$ cat config.mk
export PLATFORM = sky130hd
export DESIGN_NAME = sync_fifo_param
export DESIGN_NICKNAME = d
export VERILOG_FILES = /design/src/rtl/sync_fifo_param.sv
export SDC_FILE = /design/constraint.sdc
export NUM_CORES = 1
export LEC_CHECK = 0
export BUFFER_PORTS_ARGS = -buffer_cell sky130_fd_sc_hd__buf_4
export CAP_MARGIN = 40
export CORE_UTILIZATION = 47
export CTS_BUF_LIST = sky130_fd_sc_hd__clkbuf_4
export DETAILED_ROUTE_END_ITERATION = 8
export GPL_TIMING_DRIVEN = 0
export HOLD_SLACK_MARGIN = 0.03
export PLACE_DENSITY_LB_ADDON = 0.12
export SYNTH_ARGS = -nofsm -noshare
export SYNTH_HDL_FRONTEND = slang
export SYNTH_SLANG_ARGS = --single-unit
$ cat constraint.sdc
create_clock -name i_clk -period 3.2 [get_ports i_clk]
set_clock_uncertainty 0.15 [all_clocks]
set_input_delay 0.16 -clock i_clk [delete_from_list [all_inputs] [get_ports i_clk]]
set_output_delay 0.16 -clock i_clk [all_outputs]
set_load 0.01 [all_outputs]
$ cat src/rtl/sync_fifo_param.sv
// sync_fifo_param: parametrised single-clock FIFO with occupancy count,
// almost-full/almost-empty thresholds, sticky overflow/underflow flags,
// synchronous flush and a per-entry occupancy LED map.
// Optional macro FIFO_FWFT_EN selects first-word-fall-through read mode;
// without it reads are registered with one cycle of latency.
module sync_fifo_param #(
    parameter int unsigned DATA_W    = 8,
    parameter int unsigned DEPTH     = 10,
    parameter int unsigned AFULL_TH  = 8,
    parameter int unsigned AEMPTY_TH = 2
) (
    input  logic                         i_clk,
    input  logic                         i_rst_n,
    input  logic [DATA_W-1:0]            i_din,
    input  logic                         i_wr,
    input  logic                         i_rd,
    input  logic                         i_flush,
    input  logic                         i_clr_err,
    output logic [DATA_W-1:0]            o_dout,
    output logic                         o_valid,
    output logic [$clog2(DEPTH+1)-1:0]   o_count,
    output logic                         o_empty,
    output logic                         o_full,
    output logic                         o_aempty,
    output logic                         o_afull,
    output logic                         o_ovf,
    output logic                         o_udf,
    output logic [DEPTH-1:0]             o_led
);

    localparam int unsigned CW = $clog2(DEPTH + 1);
    localparam int unsigned AW = (DEPTH > 1) ? $clog2(DEPTH) : 1;

    logic [DATA_W-1:0] mem_q [DEPTH];

    logic [AW-1:0]    wr_ptr_q, wr_ptr_d;
    logic [AW-1:0]    rd_ptr_q, rd_ptr_d;
    logic [CW-1:0]    count_q,  count_d;
    logic [DEPTH-1:0] led_q,    led_d;
    logic             ovf_q,    ovf_d;
    logic             udf_q,    udf_d;

    logic empty, full, rd_ok, wr_ok;

    // Pointers wrap by explicit compare so DEPTH need not be a power of two
    function automatic logic [AW-1:0] ptr_inc(input logic [AW-1:0] p);
        return (p == AW'(DEPTH - 1)) ? '0 : p + AW'(1);
    endfunction

    assign empty = (count_q == '0);
    assign full  = (count_q == CW'(DEPTH));
    assign rd_ok = i_rd & ~empty;
    assign wr_ok = i_wr & (~full | rd_ok);

    assign o_count  = count_q;
    assign o_empty  = empty;
    assign o_full   = full;
    assign o_aempty = (count_q <= CW'(AEMPTY_TH));
    assign o_afull  = (count_q >= CW'(AFULL_TH));
    assign o_ovf    = ovf_q;
    assign o_udf    = udf_q;
    assign o_led    = led_q;

    // Storage write; contents deliberately survive reset and flush
    always_ff @(posedge i_clk) begin
        if (wr_ok && !i_flush) begin
            mem_q[wr_ptr_q] <= i_din;
        end
    end

    // Next-state for pointers, count, LED map and sticky error flags
    always_comb begin
        wr_ptr_d = wr_ptr_q;
        rd_ptr_d = rd_ptr_q;
        count_d  = count_q;
        led_d    = led_q;
        ovf_d    = ovf_q;
        udf_d    = udf_q;
        if (i_flush) begin
            wr_ptr_d = '0;
            rd_ptr_d = '0;
            count_d  = '0;
            led_d    = '0;
        end else begin
            if (wr_ok) wr_ptr_d = ptr_inc(wr_ptr_q);
            if (rd_ok) rd_ptr_d = ptr_inc(rd_ptr_q);
            if (wr_ok && !rd_ok)      count_d = count_q + CW'(1);
            else if (rd_ok && !wr_ok) count_d = count_q - CW'(1);
            // Clear before set so a same-index write keeps its LED lit
            if (rd_ok) led_d[rd_ptr_q] = 1'b0;
            if (wr_ok) led_d[wr_ptr_q] = 1'b1;
            // Clear before set so a fresh error survives a same-cycle clear
            if (i_clr_err) begin
                ovf_d = 1'b0;
                udf_d = 1'b0;
            end
            if (i_wr && !wr_ok) ovf_d = 1'b1;
            if (i_rd && empty)  udf_d = 1'b1;
        end
    end

    // Control state register
    always_ff @(posedge i_clk or negedge i_rst_n) begin
        if (!i_rst_n) begin
            wr_ptr_q <= '0;
            rd_ptr_q <= '0;
            count_q  <= '0;
            led_q    <= '0;
            ovf_q    <= 1'b0;
            udf_q    <= 1'b0;
        end else begin
            wr_ptr_q <= wr_ptr_d;
            rd_ptr_q <= rd_ptr_d;
            count_q  <= count_d;
            led_q    <= led_d;
            ovf_q    <= ovf_d;
            udf_q    <= udf_d;
        end
    end

`ifdef FIFO_FWFT_EN
    // Head entry falls through; a read simply pops it
    always_comb begin
        o_dout  = mem_q[rd_ptr_q];
        o_valid = ~empty;
    end
`else
    logic [DATA_W-1:0] dout_q, dout_d;
    logic              valid_q, valid_d;

    // Registered read data; held on underflow and flush
    always_comb begin
        dout_d  = dout_q;
        valid_d = 1'b0;
        if (!i_flush && rd_ok) begin
            dout_d  = mem_q[rd_ptr_q];
            valid_d = 1'b1;
        end
    end

    // Read data/valid register
    always_ff @(posedge i_clk or negedge i_rst_n) begin
        if (!i_rst_n) begin
            dout_q  <= '0;
            valid_q <= 1'b0;
        end else begin
            dout_q  <= dout_d;
            valid_q <= valid_d;
        end
    end

    assign o_dout  = dout_q;
    assign o_valid = valid_q;
`endif

endmodule

# [Yosys cells after proc, flatten, opt, wreduce, memory -nomap -nowiden]
# Memories as Yosys holds them, arrays and structs flattened. A register that Yosys moved wholly into a read port is not among the register bits.
# Cells that the tools add are included.
[classes] magnitude_cmp=6 muxes=23 n_eq_ne=3 bitwise=9 reduce_logical=20 n_addsub=4
[ops] operator="2-to-1 mux 10 bit" count=4
[ops] operator="2-to-1 mux 4 bit" count=9
[ops] operator="adder 4 x 1 -> 4 bit (second input constant)" count=3
[ops] operator="== test 4 bit (second input constant)" count=3
[ops] operator="AND 10 bit" count=1
[ops] operator="less-than comparator 4 x 5 -> 1 bit (second input constant)" count=2
[ops] operator="NOT 10 bit" count=1
[ops] operator="OR 10 bit" count=1
[ops] operator="demux 1 bit (select 4 bit)" count=2
[ops] operator="greater-or-equal comparator 4 x 1 -> 1 bit (second input constant)" count=2
[ops] operator="logical AND 1 bit" count=8
[ops] operator="2-to-1 mux 1 bit" count=8
[ops] operator="nonzero test 2 bit" count=4
[ops] operator="greater-or-equal comparator 4 bit (second input constant)" count=1
[ops] operator="less-or-equal comparator 4 x 2 -> 1 bit (second input constant)" count=1
[ops] operator="zero test 1 bit" count=4
[ops] operator="zero test 4 bit" count=1
[ops] operator="AND reduction 2 bit" count=2
[ops] operator="subtractor 4 x 1 -> 4 bit (second input constant)" count=1
[ops] operator="NOT 1 bit" count=3
[ops] operator="nonzero test 3 bit" count=1
[ops] operator="AND 1 bit" count=2
[ops] operator="OR 1 bit" count=1
[totals] memories=1 in_bits=14 ram_bits=80 reg_bits=25
[memory_table] memory="mem_q" depth=10 word_bits=8 read_ports=1 rd_ports_with_merged_regs=1 wr=1 line="34" rtl="logic [DATA_W-1:0] mem_q [DEPTH];"

# [Logic depth before layout (Yosys ltp)]
[depth] depth_word=11 mapped_depth=9 mapped_depth_nobuf=7

# [Worst setup path before layout]
# No wires, ideal clock.
[synth_path] kind="register to register" startpoint="register count_q[0], in the netlist o_count[0]" endpoint="register count_q[3], in the netlist o_count[3]" path_stages_with_launch=9 path_slack_ns=0.653 t_required_ns=2.979 setup_time_ns=0.071 arrival_time_ns=2.326 path_cell_list="dfrtp_1 -> buf_6 -> o41ai_2 -> nand3_2 -> ha_1 -> a21o_1 -> a2111oi_0 -> nand4_1 -> nand4_1"
[synth_via] elab_chain_len=8 elab_cells_between_ends=17 classes_between="add/sub: 2; eq/ne: 1; mux: 3; bitwise: 5; reduce/logical: 6"
[synth_rtl] item="from (decl)" line="38" rtl="logic [CW-1:0] count_q, count_d;"
[synth_rtl] item="from (signal assigned)" line="114" rtl="count_q <= count_d;"
[synth_rtl] item="zero test 4 bit" line="50" rtl="assign empty = (count_q == '0);"
[synth_rtl] item="NOT 1 bit" line="52" rtl="assign rd_ok = i_rd & ~empty;"
[synth_rtl] item="AND 1 bit" line="52"
[synth_rtl] item="OR 1 bit" line="53" rtl="assign wr_ok = i_wr & (~full | rd_ok);"
[synth_rtl] item="AND 1 bit" line="53"
[synth_rtl] item="logical AND 1 bit / zero test 1 bit (equally long branches)" line="87, 88"
[synth_rtl] item="2-to-1 mux 4 bit / logical AND 1 bit (equally long branches)" line="87, 88"
[synth_rtl] item="2-to-1 mux 4 bit / nonzero test 3 bit (equally long branches)"
# Parallel ways exist; a longest one is shown, timed or not. The select of a mux whose other input is x is not followed.
# A chain may end at the register's enable or synchronous reset.

# [Final worst setup path]
# Same ends and word-level chain as after synthesis.

==> results.sh <==
export IMPL_grt_pass1_wl_mm=15.5
export IMPL_crit_end="o_count[3]$_DFFE_PN0P_"
export IMPL_fill_cells=824
export IMPL_fin_area_mm2=0.00578
export IMPL_vias_per_cell=5.42
export IMPL_dp_cells=502
export IMPL_synth_top_family_by_area="multiplexers"
export IMPL_area_delta_synth_final_pct=20.9
export IMPL_synth_simple_area_share_pct=7.61
export IMPL_startpoint="o_count[0]$_DFFE_PN0P_"
export IMPL_hold_viol=0
export IMPL_cellPowerDensity_mw_per_mm2=660
export IMPL_vias=2983
export IMPL_synth_area_leaders="edfxtp_1 (50%), dfrtp_1 (17%), mux4_2 (7.5%)"
export IMPL_path_common_cell="nand4_1"
export IMPL_setup_slack_ps=308
export IMPL_placementRows=36
export IMPL_syn_inst=320
export IMPL_async_flop_share_pct=29.2
export IMPL_clk_pin_slew_ps=110
export IMPL_clockRootBuffer="clkbuf_4"
export IMPL_dpl_hpwl_mm=6.92
export IMPL_ff2ff_setup_slack_ps=310
export IMPL_cpMaxStageDelayCell="o41ai_2"
export IMPL_synth_compound_area_share_pct=9.13
export IMPL_yosys_cell_count_top_type="edfxtp_1"
export IMPL_grt_max_degree=34
export IMPL_end_kind="flop"
export IMPL_peakVddDrop_uv=365
export IMPL_ys_ff_latch=113
export IMPL_synth_mux_area_share_pct=11.7
export IMPL_reg2reg_depth=8
export IMPL_grt_pass1_vias=2905
export IMPL_status="finished, final reports clean"
export IMPL_synth_fp_nets=337
export IMPL_synth_fa_ha_area_share_pct=0.942
export IMPL_die_area_mm2=0.0106
export IMPL_wire_per_inst_um=18.0
export IMPL_synthDominantCellAreaShare_pct=50.2
export IMPL_port_buffers=42
export IMPL_slowest_delay_ps=650
export IMPL_slew_headroom_pct=40.6
export IMPL_rsz0062_at_grt="false"
export IMPL_worstReg2RegEnd="o_count[3]$_DFFE_PN0P_"
export IMPL_synthFlopType="edfxtp_1"
export IMPL_drt_first_pass_iters=6
export IMPL_final_setup_tns_ps=0
export IMPL_antenna_found_initial=0
export IMPL_synth_area_mm2=0.00478
export IMPL_drt_iter0_markers=156
export IMPL_tritoncts="done"
export IMPL_use_met2_pct=33.7
export IMPL_yosysWarnings=0
export IMPL_clkSinkCount=113
export IMPL_io_pins=43
export IMPL_dpl_cell_area_mm2=0.00533
export IMPL_synth_distinct_cells=54
export IMPL_initial_core_util_pct=48.7
export IMPL_cts_max_level=4
export IMPL_holdWs_ps=312
export IMPL_postLayoutCoreUtil_pct=58.9
export IMPL_path_buf_inv=1
export IMPL_synth_area_leader_cell="edfxtp_1"
export IMPL_routabilityCongestion=0.788
export IMPL_ys_seq_area_share_pct=67.5
export IMPL_n_antenna_cell=0
export IMPL_path_depth=8
export IMPL_fin_crit_sh_pct=90.4
export IMPL_place_ws_ps=338
export IMPL_fp_dieH_um=103
export IMPL_track_usage_pct=20.8
export IMPL_crit_family="compound AO/OA/AOI/OAI gates"
export IMPL_drv_cap=0
export IMPL_ctsResizeCount=0
export IMPL_drtAntennaViolNets=0
export IMPL_start_kind="flop"
export IMPL_critPathRequiredTime_ps=3470
export IMPL_fmax_ghz=0.346
export IMPL_synth_xor_area_share_pct=0.549
export IMPL_top_usage_layer="met2"
export IMPL_die_w_um=103
export IMPL_syn_area_per_cell_um2=14.9
export IMPL_cts_buffer_depth=2
export IMPL_worst_slew_pin_slew_ps=887
export IMPL_cp_cell_sequence="buf_6 > o41ai_2 > nand3_2 > ha_1 > a21o_1 > a2111oi_0 > nand4_1 > nand4_1"
export IMPL_synth_edf_count=80
export IMPL_postRouteWirelength_mm=9.89
export IMPL_clk_latency_ps=480
export IMPL_hp_class="in2reg"
export IMPL_p_leak_nw=2.14
export IMPL_path_class="reg2reg"
export IMPL_post_route_min_period_ps=2890
export IMPL_grtUsageMet1_pct=27.2
export IMPL_grt_overflow_total=0
export IMPL_drc_errors=0
export IMPL_use_met3_pct=5.56
export IMPL_drive_above_1_share_pct=29.7
export IMPL_setup_viol=0
export IMPL_rr_startpoint="o_count[0]$_DFFE_PN0P_"
export IMPL_nets=421
export IMPL_layoutNonFillerInstCount=550
export IMPL_synth_common_cells="edfxtp_1 (80), dfrtp_1 (33), nand2_1 (30)"
export IMPL_power_total_mw=3.81
export IMPL_coreArea_mm2=0.00982
export IMPL_finalMaxSlewViolations=0
export IMPL_critPathMaxFanout=9
export IMPL_cp_arrival_ps=3160
export IMPL_cts_made_buffers=17
-- what timing repair did --
item,in CTS,in global routing
hold buffers,16,0
buffers inserted,0,0
hold endpoints to repair,129,0
-- routing by layer --
metal | wire length, µm | vias to the layer above
met3 | 400 | 14
met1 | 4500 | 1485
met5 | 0 | -
met2 | 4780 | 78
met4 | 214 | 0
li1 | - | 1406
-- power breakdown --
part           leakage, nW  internal (mW)  switching [mW]  total (mW)
combinational        0.836          0.493           0.519        1.01
clock                0.139          0.470           0.568        1.04
sequential            1.16           1.67          0.0904        1.76
total                 2.14           2.64            1.18        3.81
-- worst min-delay path by stage --
stage,from,to,cells past startpoint
3_5_place_dp,i_rst_n,wr_ptr_q[2]$_DFFE_PN0P_,1
4_1_cts,i_din[1],mem_q[5][1]$_DFFE_PP_,2
5_1_grt,i_din[6],mem_q[4][6]$_DFFE_PP_,2
2_1_floorplan,i_rst_n,o_count[0]$_DFFE_PN0P_,0
6_report,i_din[1],mem_q[5][1]$_DFFE_PP_,2
3_3_place_gp,i_rst_n,wr_ptr_q[2]$_DFFE_PN0P_,1
-- cells by family (layout without fill, tap and decap cells) --
| family | count (synthesis) | in the layout |
|---|---|---|
| flops | 113 | 113 |
| simple gates | 74 | 74 |
| compound gates | 66 | 66 |
| mux | 35 | 35 |
| buf+inv | 26 | 123 |
| fa+ha+maj | 3 | 3 |
| xor+xnor | 3 | 3 |
-- state kept, by name, summed over array words and instances (netlist names), 4 cells and up --
name / cells
o_dout: 8
rd_ptr_q: 4
o_led: 10
o_count: 4
mem_q: 80
wr_ptr_q: 4
-- placed cells by master (no fill, tap or decap), types with 3 or more instances in the layout --
| master | Yosys | layout |
|---|---|---|
| clkinvlp_4 | 0 | 5 |
| o211ai_1 | 7 | 7 |
| mux2_2 | 8 | 8 |
| mux4_2 | 16 | 16 |
| dfrtp_1 | 33 | 33 |
| inv_6 | 0 | 4 |
| mux2i_1 | 10 | 10 |
| edfxtp_1 | 80 | 80 |
| nand3_1 | 3 | 3 |
| nor2b_1 | 4 | 4 |
| nand2b_1 | 8 | 8 |
| nand2_1 | 30 | 30 |
| a21oi_1 | 9 | 9 |
| o21ai_1 | 18 | 18 |
| buf_2 | 6 | 7 |
| buf_4 | 2 | 50 |
| nor4_2 | 1 | 3 |
| dlygate4sd3_1 | 0 | 15 |
| o21ai_0 | 11 | 11 |
| nor2_1 | 15 | 15 |
| clkbuf_1 | 9 | 9 |
| clkbuf_4 | 0 | 17 |
| inv_1 | 7 | 7 |
-- area by class of cell --
class / instances / area (µm²) / share of cell area, %
plain buffers: 18 / 90.1 / 1.56
multi-input cells: 181 / 1450 / 25.0
clock buffers: 17 / 128 / 2.21
clock inverters: 15 / 159 / 2.75
repair buffers: 65 / 536 / 9.26
well taps: 133 / 166 / 2.88
inverters: 8 / 30.0 / 0.519
flip-flops and latches: 113 / 3230 / 55.8
Power figures use the tool's default switching activity.
